==> config.mk <==
export PLATFORM = sky130hd
export DESIGN_NAME = weight_loader
export DESIGN_NICKNAME = d
export VERILOG_FILES = /design/src/rtl/weight_loader.sv
export SDC_FILE = /design/constraint.sdc
export NUM_CORES = 1
export LEC_CHECK = 0
export BUFFER_PORTS_ARGS = -buffer_cell sky130_fd_sc_hd__buf_2
export CAP_MARGIN = 10
export CORE_AREA = 2 2 230 232
export DETAILED_ROUTE_END_ITERATION = 8
export DIE_AREA = 0 0 232 234
export PLACE_DENSITY = 0.74
export REMOVE_ABC_BUFFERS = 1
export SYNTH_ARGS = -nofsm -noshare
export SYNTH_HDL_FRONTEND = slang
export SYNTH_SLANG_ARGS = --single-unit
==> constraint.sdc <==
create_clock -name clk -period 2.6 [get_ports clk]
set_input_delay 0.65 -clock clk [delete_from_list [all_inputs] [get_ports clk]]
set_output_delay 0.65 -clock clk [all_outputs]
set_load 0.05 [all_outputs]
==> src/rtl/weight_loader.sv <==
// Weight loader: pops one tile from the weight FIFO and streams its rows,
// highest index first, to the PE array. It then pulses w_commit so the PEs swap the tile to active.
module weight_loader #(
  parameter  int WEIGHT_BW   = 8,
  parameter  int NUM_PE_ROWS = 8,
  parameter  int MATRIX_SIZE = 8,
  localparam int ROW_W  = WEIGHT_BW * MATRIX_SIZE,
  localparam int TILE_W = ROW_W * NUM_PE_ROWS,
  localparam int IDX_W  = (NUM_PE_ROWS > 1) ? $clog2(NUM_PE_ROWS) : 1
) (
  input  logic              clk,
  input  logic              rstn,
  input  logic              start,
  input  logic              fifo_empty,
  output logic              fifo_rd_en,
  input  logic [TILE_W-1:0] fifo_data,
  input  logic              w_ready,
  output logic [ROW_W-1:0]  w_row_out,
  output logic              w_row_valid,
  output logic [IDX_W-1:0]  w_row_idx,
  output logic              w_commit,
  output logic              busy
);

  typedef enum logic [2:0] {IDLE, RD, CAP, SHIFT, COMMIT} state_e;

  state_e                                state_q, state_d;
  logic [IDX_W-1:0]                      cnt_q, cnt_d;
  logic [NUM_PE_ROWS-1:0][ROW_W-1:0]     tile_q, tile_d;

  always_ff @(posedge clk) begin
    if (!rstn) begin
      state_q <= IDLE;
      cnt_q   <= '0;
      tile_q  <= '0;
    end else begin
      state_q <= state_d;
      cnt_q   <= cnt_d;
      tile_q  <= tile_d;
    end
  end

  // Outputs depend only on state_q, cnt_q and tile_q, never on inputs.
  always_comb begin
    state_d     = state_q;
    cnt_d       = cnt_q;
    tile_d      = tile_q;
    fifo_rd_en  = 1'b0;
    w_row_valid = 1'b0;
    w_row_idx   = '0;
    w_row_out   = '0;
    w_commit    = 1'b0;
    busy        = (state_q != IDLE);
    case (state_q)
      IDLE: begin
        if (start && !fifo_empty) state_d = RD;
      end
      RD: begin
        fifo_rd_en = 1'b1;
        state_d    = CAP;
      end
      CAP: begin
        // The FIFO read data is registered, so it becomes valid in the cycle after the strobe.
        tile_d  = fifo_data;
        cnt_d   = IDX_W'(NUM_PE_ROWS - 1);
        state_d = SHIFT;
      end
      SHIFT: begin
        w_row_valid = 1'b1;
        w_row_idx   = cnt_q;
        w_row_out   = tile_q[cnt_q];
        if (w_ready) begin
          if (cnt_q == '0) state_d = COMMIT;
          else             cnt_d   = cnt_q - IDX_W'(1);
        end
      end
      COMMIT: begin
        w_commit = 1'b1;
        state_d  = IDLE;
      end
      default: state_d = IDLE;
    endcase
  end

endmodule

==> results.json <==
{
  "drive_above_1_share_pct": 29.5,
  "syn_inst": 2500,
  "finalSetupTns_ps": -21420,
  "yosys-top-cells-area": "dfxtp_1 (45%), nand2_1 (17%), mux4_2 (13%), a21boi_0 (8.7%), a21boi_1 (8.2%)",
  "worst_slew_pin_slew_ps": 568,
  "fin_skew_ps": 14.1,
  "grt_use_met1_pct": 29.3,
  "grt_use_total_pct": 24.3,
  "routed_wl_um": 69100,
  "filler_cell_count": 4509,
  "rr_worst_depth": 6,
  "numCtsBuffers": 54,
  "instances_no_fill": 3767,
  "crit_chain": "buf_12 > bufbuf_16 > mux4_2 > a22o_1 > buf_4",
  "yosysTopAreaCellShare_pct": 45.4,
  "cp-end-kind": "output pin",
  "synthToLayoutAreaGrowth_pct": 27.2,
  "rsz0062_at_grt": "true",
  "worstPathMaxFanout": 10,
  "hold_path_class": "in -> reg",
  "dp.cells": 3632,
  "place_congestion": 0.937,
  "rrSetupSlack_ps": 580,
  "cp_slowest_cell": "mux4_2",
  "worst_slack_ps": -418,
  "synth.avg_cell_area_sq_um": 9.14,
  "crit_start": "cnt_q[0]$_SDFFE_PN0P_",
  "via_count": 20300,
  "min-delay-start": "fifo_data[322]",
  "synth_area_leader_cell": "dfxtp_1",
  "first_iter_violations": 1276,
  "dieArea_sq_mm": 0.0543,
  "r2r_start": "state_q[2]$_SDFFE_PN0P_",
  "met2_usage_pct": 41.6,
  "cts_buffer_depth": 3,
  "cts_root_buf": "clkbuf_16",
  "max_stage_delay_ps": 510,
  "rr_endpoint": "tile_q[62]$_SDFFE_PN0N_",
  "htreeDepth": 2,
  "power_density_mw_per_mm2": 642,
  "nets": 3540,
  "fmax_mhz": 331,
  "setup_viol": 64,
  "p_leak_nw": 11.1,
  "hold_path_depth": 3,
  "ant_nets": 0,
  "slew_viol_final": 0,
  "place.port_buffers": 587,
  "initial_core_util_pct": 43.9,
  "post_drt_wl_per_cell_um": 18.3,
  "yosysWarnings": 0,
  "grt_max_degree": 77,
  "cts_tree": "built",
  "overflow": 0,
  "worstSetupPathType": "reg -> out",
  "vias_per_cell": 5.39,
  "required_ps": 1950,
  "power.total_mw": 18.7,
  "min_to": "tile_q[322]$_SDFFE_PN0N_",
  "die_w_um": 232,
  "drc": 0,
  "period_share_pct": 116,
  "dieHeight_um": 234,
  "hpwlAfterDp_um": 46900,
  "grt.busiest_layer": "met2",
  "synth_area_sq_mm": 0.0229,
  "grt.met3_usage_pct": 5.74,
  "grt_first_pass_wirelength_um": 104000,
  "violations": "setup timing",
  "yosysUniqueCellTypes": 27,
  "hold_viol": 0,
  "cts.reportedPaths.clkPinSlew_ps": 70,
  "max_slew_margin_pct": 62.1,
  "clk_latency_ps": 590,
  "outcome": "finished, violations left",
  "period_needed_ps": 3020,
  "crit_arrival_ps": 2370,
  "ir_worst_vdd_mv": 0.496,
  "rows": 84,
  "ys_ff_latch": 518,
  "coreArea_sq_mm": 0.0520,
  "crit_path_start_kind": "register",
  "io_pins": 588,
  "cap_violations": 0,
  "seq_area_frac_synth_pct": 45.4,
  "drt_first_pass_iters": 5,
  "grt_pass1_vias": 20200,
  "clock-sinks": 518,
  "antenna_found_initial": 26
}
[cells in the final DEF (no fill, tap or decap), types with 2 or more instances in the layout]
cell / synthesis / layout
bufbuf_16: 0 / 3
ha_1: 2 / 2
a22o_1: 64 / 63
diode_2: 0 / 19
a21boi_0: 264 / 264
dfxtp_4: 0 / 2
clkbuf_8: 0 / 12
dfxtp_1: 518 / 515
nor3b_1: 3 / 3
clkbuf_1: 61 / 8
a21oi_1: 3 / 3
buf_6: 7 / 43
buf_12: 0 / 27
buf_16: 0 / 8
a21boi_1: 249 / 249
mux4_2: 128 / 128
clkbuf_16: 0 / 60
o21ai_0: 4 / 4
clkinvlp_4: 0 / 2
nor2_4: 2 / 2
buf_4: 28 / 72
bufinv_16: 0 / 2
clkinv_2: 0 / 11
nand2_1: 1030 / 1030
clkinv_4: 0 / 4
nand2b_1: 3 / 2
inv_1: 4 / 4
buf_2: 112 / 519
nor2_1: 4 / 3
[final cells by class]
cell class / instances / area [sq um] / share of cell area, %
multi-input combinational: 1765 / 11400 / 39.2
antenna: 19 / 47.5 / 0.164
clock inverter: 20 / 174 / 0.598
clock buffer: 75 / 1570 / 5.41
inverter: 4 / 15.0 / 0.0517
timing repair buffer: 678 / 4620 / 15.9
sequential: 518 / 10400 / 35.7
tap: 688 / 861 / 2.96
[per-layer routing]
metal	wire length, um	vias up
met5	139	-
met2	33300	814
met1	28000	9772
li1	-	9496
met3	5030	191
met4	2660	20
[state kept, by name, indices dropped and copies added (netlist names)]
register	count
cnt_q	3
state_q	3
tile_q	512
[where the power goes]
part / internal, mW / switching, mW / total, mW
Sequential: 8.34 / 0.230 / 8.57
Clock: 4.40 / 3.23 / 7.64
Combinational: 1.18 / 1.27 / 2.45
[cells in the mapped netlist (all sizes together)]
| cell | count |
|---|---|
| a21boi | 513 |
| a21oi | 3 |
| a22o | 64 |
| and2b | 1 |
| and3 | 2 |
| and3b | 1 |
| buf | 152 |
| clkbuf | 61 |
| dfxtp | 518 |
| ha | 2 |
| inv | 4 |
| mux2i | 1 |
| mux4 | 128 |
| nand2 | 1030 |
| nand2b | 3 |
| nand3 | 1 |
| nor2 | 6 |
| nor3b | 3 |
| o21ai | 4 |
| o221a | 1 |
| o31ai | 1 |
| or3 | 1 |
[logic make-up after synthesis]
group / after synthesis / synth area share (%)
compound gates: 586 / 19.5
fa+ha+maj: 2 / 0.109
buf+inv: 217 / 4.87
flops: 518 / 45.4
mux: 129 / 12.7
simple gates: 1048 / 17.4
[critical path: cells and delay by family, from the launching register on]
family | cells | cell delay (ps)
AOI/OAI and AO/OA | 1 | 190
buffers and inverters | 3 | 660
DFF | 1 | 400
muxes | 1 | 510
[how the worst max path moves through the flow]
stage	endpoint	slack, ps	cells after the start
6_report	w_row_out[11]	-420	5
4_1_cts	w_row_out[11]	-470	5
3_5_place_dp	w_row_out[22]	110	5
5_1_grt	w_row_out[18]	-470	5
3_3_place_gp	w_row_out[22]	140	5
2_1_floorplan	tile_q[0]$_SDFFE_PN0N_	-7240	3
[through the flow]
| stage | util [%] | cell area (sq um) | setup WS, ps | hold slack (ps) |
|---|---|---|---|---|
| final | 55.9 | 29100 | -418 | 288 |
| after global routing | 55.8 | 29000 | -471 | 276 |
| after CTS | 55.4 | 28800 | -472 | 249 |
| after detailed placement | 50.9 | 26500 | 110 | 443 |
| after global placement | 50.9 | 26500 | 140 | 437 |
| after floorplan | - | 21800 | -7240 | 432 |
[timing repair]
item / in CTS / in global routing
endpoints found under the setup margin: 66 / 64
cloned: 6 / 5
pin swaps: 2 / 1
hold buffers: 0 / 0
setup buffers: 6 / 4
resized for setup: 120 / 2
Power figures use the tool's default switching activity.
